### config.mk
export PLATFORM = sky130hd
export DESIGN_NAME = ifetch
export DESIGN_NICKNAME = d
export VERILOG_FILES = /design/src/rtl/core_pkg.sv /design/src/rtl/ifetch.sv
export SDC_FILE = /design/constraint.sdc
export NUM_CORES = 1
export LEC_CHECK = 0
export ABC_AREA = 1
export CAP_MARGIN = 20
export CORE_ASPECT_RATIO = 1.2
export CORE_MARGIN = 2
export CORE_UTILIZATION = 35
export DETAILED_ROUTE_END_ITERATION = 10
export PLACE_DENSITY = 0.8
export SKIP_CTS_REPAIR_TIMING = 1
export SLEW_MARGIN = 20
export SYNTH_ARGS = -nofsm -noshare
export SYNTH_HDL_FRONTEND = slang
export SYNTH_SLANG_ARGS = --single-unit
export TNS_END_PERCENT = 100
### constraint.sdc
create_clock -name clk -period 2.05 [get_ports clk]
set_clock_uncertainty 0.2 [all_clocks]
set_input_delay 0.41 -clock clk [delete_from_list [all_inputs] [get_ports clk]]
set_output_delay 0.41 -clock clk [all_outputs]
set_load 0.02 [all_outputs]
### src/rtl/core_pkg.sv
// Shared fetch/decode/imem types: address and instruction widths plus the canonical NOP.
package core_pkg;

  localparam int ADDR_W  = 16;
  localparam int INSTR_W = 32;

  typedef logic [ADDR_W-1:0]  addr_t;
  typedef logic [INSTR_W-1:0] instr_t;

  // addi x0, x0, 0
  localparam instr_t NOP_INSTR = 32'h00000013;

endpackage

### src/rtl/ifetch.sv
// Instruction fetch: owns the PC, drives imem, 1-cycle fetch latency, 1-bubble redirect penalty.
// Decode back-pressure (stall_i) freezes PC and the imem data register; a redirect overrides it.
module ifetch
  import core_pkg::addr_t;
  import core_pkg::instr_t;
#(
  parameter addr_t  RESET_PC  = 16'h0000,
  parameter instr_t NOP_INSTR = core_pkg::NOP_INSTR
) (
  input  logic        clk,
  input  logic        reset,
  input  logic        stall_i,
  input  logic        redirect_valid,
  input  logic [15:0] redirect_pc,
  output logic [15:0] imem_addr,
  output logic        imem_stall,
  input  logic [31:0] imem_data,
  output logic [31:0] instr_out,
  output logic [15:0] pc_out,
  output logic        valid_out,
  output logic        misalign_o,
  output logic [31:0] fetch_count
);

  addr_t  fetch_pc;
  addr_t  pc_q;
  logic   valid_q;
  logic   misalign_q;
  logic   accept;
  addr_t  next_fetch_pc;
  addr_t  next_pc_q;
  logic   next_valid;

  assign accept = valid_q & ~stall_i & ~redirect_valid;

  // Next-PC mux: redirect beats stall beats sequential advance.
  always_comb begin
    next_fetch_pc = fetch_pc + 16'd4;
    next_pc_q     = fetch_pc;
    next_valid    = 1'b1;
    if (redirect_valid) begin
      next_fetch_pc = {redirect_pc[15:2], 2'b00};
      next_valid    = 1'b0;
    end else if (stall_i) begin
      next_fetch_pc = fetch_pc;
      next_pc_q     = pc_q;
      next_valid    = valid_q;
    end
  end

  always_ff @(posedge clk) begin
    if (reset) begin
      fetch_pc    <= RESET_PC;
      pc_q        <= RESET_PC;
      valid_q     <= 1'b0;
      misalign_q  <= 1'b0;
      fetch_count <= 32'd0;
    end else begin
      fetch_pc   <= next_fetch_pc;
      pc_q       <= next_pc_q;
      valid_q    <= next_valid;
      misalign_q <= redirect_valid & (|redirect_pc[1:0]);
      if (accept) fetch_count <= fetch_count + 32'd1;
    end
  end

  // Never freeze imem on a redirect: the wrong-path word must be overwritten next edge.
  assign imem_stall = stall_i & ~redirect_valid & ~reset;
  assign imem_addr  = fetch_pc;
  assign instr_out  = valid_q ? imem_data : NOP_INSTR;
  assign pc_out     = pc_q;
  assign valid_out  = valid_q;
  assign misalign_o = misalign_q;

endmodule
==> results.py <==
metrics = {
    "status": {
        "status": "finished clean",
    },
    "cells_and_area": {
        "nFillCells": 877,
        "diodes": 0,
        "finalNetCount": 754,
        "drive_above_1_share_pct": 8.51,
        "area_growth_pct": 60.9,
        "final_cell_area_um2": 5530,
    },
    "grt": {
        "top_usage_layer": "met2",
        "grt_pass1_vias": 3854,
        "overflow": 0,
        "grt_pass1_wl_mm": 16.8,
        "met3_usage_pct": 5.30,
        "antenna_found_initial": 0,
        "grt_use_met2_pct": 35.9,
        "grt_max_degree": 44,
        "grt_usage_pct": 19.5,
        "met1_usage_pct": 21.1,
    },
    "setup_path": {
        "crit_cells": 1,
        "worstSetupEndpointType": "primary output",
        "r2r.worst_path.cells": 9,
        "worst_path_dominant_cell_family": "buffers and inverters",
        "worstSetupStartpointType": "flop",
        "path_max_fanout": 5,
        "worstPathArrival_ps": 1400,
        "r2r-start": "imem_addr[2]$_SDFFE_PP0P_",
        "cp_num_buf_inv": 1,
        "required_ps": 1440,
        "reg2reg_setup_slack_ps": 200,
        "crit_path_cell_trace": "clkdlybuf4s50_1",
        "path_class": "flop to primary output",
        "rr_endpoint": "imem_addr[14]$_SDFFE_PP0P_",
        "slowest_stage": "clkdlybuf4s50_1",
        "slowest_delay_ps": 650,
    },
    "synth": {
        "synth_cell_types": 32,
        "seq_area_frac_synth_pct": 36.1,
        "synth_area_per_cell_um2": 6.39,
        "synth_seq_cells": 62,
        "synthCells": 538,
        "ys_warn_count": 0,
        "syn_area_um2": 3440,
    },
    "floorplanning": {
        "die_h_um": 113,
        "initial_utilization_pct": 35.9,
        "pin_count": 151,
        "die_area_um2": 10600,
        "rows": 39,
        "die_w_um": 94.5,
        "coreArea_um2": 9560,
    },
    "timing": {
        "fmax_mhz": 498,
        "setup_viol": 0,
        "post-route-period-util_pct": 98.1,
        "rsz0062_at_grt": "false",
        "maxSlewViolCount": 0,
        "hold_viol": 0,
        "period_needed_ps": 2010,
    },
    "route": {
        "drt_iter0_drc": 133,
        "dr.pass1.iters": 4,
        "drc_errors": 0,
        "viasPerCell": 4.81,
        "wl_mm": 10.6,
        "routed-via-count": 3986,
        "antenna_left": 0,
        "wl_per_cell_um": 12.8,
    },
    "power_and_ir_drop": {
        "comb_power_share_pct": 16.1,
        "switching_power_mw": 0.863,
        "power_frac_seq_pct": 40.4,
        "p_leak_nw": 2.90,
        "p_total_mw": 3.19,
        "clock_power_share_pct": 43.5,
        "p_per_area_nw_per_um2": 576,
        "switching_share_pct": 27.1,
        "ir_drop_mv": 0.395,
        "power.internal_mw": 2.32,
    },
    "place": {
        "place_hpwl_mm": 8.02,
        "place_congestion": 0.871,
        "portBuffers": 146,
        "placed_cell_area_um2": 5150,
    },
    "clock_tree": {
        "insertion_delay_ps": 330,
        "clock-sinks": 62,
        "cts_max_level": 3,
        "cts-buffers-inserted": 9,
        "clockRootBuffer": "clkbuf_16",
        "cts_buffer_depth": 2,
        "cts.reportedPaths.clkPinSlew_ps": 60,
        "cts_tree": "yes",
    },
    "hold_path": {
        "min_from": "pc_out[10]$_SDFFE_PP0P_",
        "min_to": "pc_out[10]$_SDFFE_PP0P_",
        "holdCritPathClass": "flop to flop",
        "hold-path-cell-count": 2,
    },
    "flow_run": {
        "cap_violations": 0,
    },
}
## layer usage
layer,share of wire [%],up-vias,wire [µm]
met5,0,-,0
met4,2.0,0,214
met3,6.6,26,698
met2,53,143,5630
met1,38,1805,4090
li1,-,2012,-
## stage by stage
stage	util, %	worst slack, ps	std cells	hold WS (ps)	TNS (ps)
final	57.8	40.0	828	288	0
after global routing	57.8	0.111	828	305	0
after CTS	56.7	-301	828	290	-6980
after detailed placement	53.8	-280	812	276	-10300
after global placement	53.8	-306	812	267	-8180
after floorplan	-	78.8	541	303	0
## worst max-delay path by stage
stage	to	slack, ps	from
after CTS	imem_stall	-300	reset
final	fetch_count[22]	40	fetch_count[22]$_SDFFE_PP0P_
after global placement	imem_stall	-310	reset
after detailed placement	imem_stall	-280	reset
after floorplan	imem_stall	80	reset
after global routing	fetch_count[26]	0.1	fetch_count[26]$_SDFFE_PP0P_
## registers in the layout, indices dropped and copies added, names as in the netlist
signal       count
fetch_count     32
imem_addr       14
misalign_o       1
pc_out          14
valid_out        1
## cells in the final DEF (no fill, tap or decap), types with 7 or more instances in the layout
cell type        instances
nand3_1                 29
dlymetal6s2s_1          40
buf_4                   22
clkbuf_16                9
nor2_4                   7
o21ai_0                 34
clkdlybuf4s50_1        106
nand4_1                 13
nor3_1                   8
nand2_1                130
a21oi_1                 37
inv_1                   75
dfxtp_1                 62
nor2_1                  84
## power groups by stage
stage	Combinational [mW]	Sequential [mW]	Clock, mW
floorplan	0.184	1.36	0
global placement	0.509	1.31	0
detailed placement	0.517	1.31	0
CTS	0.519	1.29	1.41
global route	0.552	1.29	1.45
finish	0.512	1.29	1.39
## synth_stat cells (all sizes together)
| cell type | number | area share (%) |
|---|---|---|
| ha | 2 | 0.73 |
| a31oi | 2 | 0.36 |
| conb | 1 | 0.11 |
| nand3 | 31 | 5.2 |
| o21bai | 2 | 0.44 |
| nand4 | 13 | 2.4 |
| xnor2 | 3 | 0.76 |
| nor3b | 5 | 1.2 |
| clkbuf | 10 | 1.1 |
| o221ai | 1 | 0.25 |
| xor2 | 4 | 1.0 |
| nor2 | 93 | 12 |
| dfxtp | 62 | 36 |
| nor3 | 10 | 1.9 |
| buf | 11 | 1.9 |
| or2 | 3 | 0.55 |
| nand2 | 130 | 14 |
| inv | 79 | 8.7 |
| o21ai | 36 | 5.2 |
| a211oi | 3 | 0.66 |
| a21oi | 37 | 5.4 |
## cell families (layout without fill, tap and decap cells)
logic type	Yosys count	in the layout	synth area share, %
XOR/XNOR	7	7	1.78
buffers and inverters	100	264	11.6
AND/OR/NAND/NOR	285	285	37.3
flip-flops	62	62	36.1
other	1	4	0.109
adder cells (fa/ha/maj)	2	2	0.728
AO/OA/AOI/OAI	81	81	12.3
## cell type report
cell class / count / area [µm²] / area share, %
clock buffer: 9 / 225 / 4.07
clock inverter: 7 / 51.3 / 0.928
inverter: 79 / 302 / 5.45
multi-input combinational: 379 / 1810 / 32.7
sequential: 62 / 1240 / 22.4
tap: 123 / 154 / 2.78
timing repair buffer: 169 / 1750 / 31.6
No activity file was read; power rests on OpenSTA's default activity.
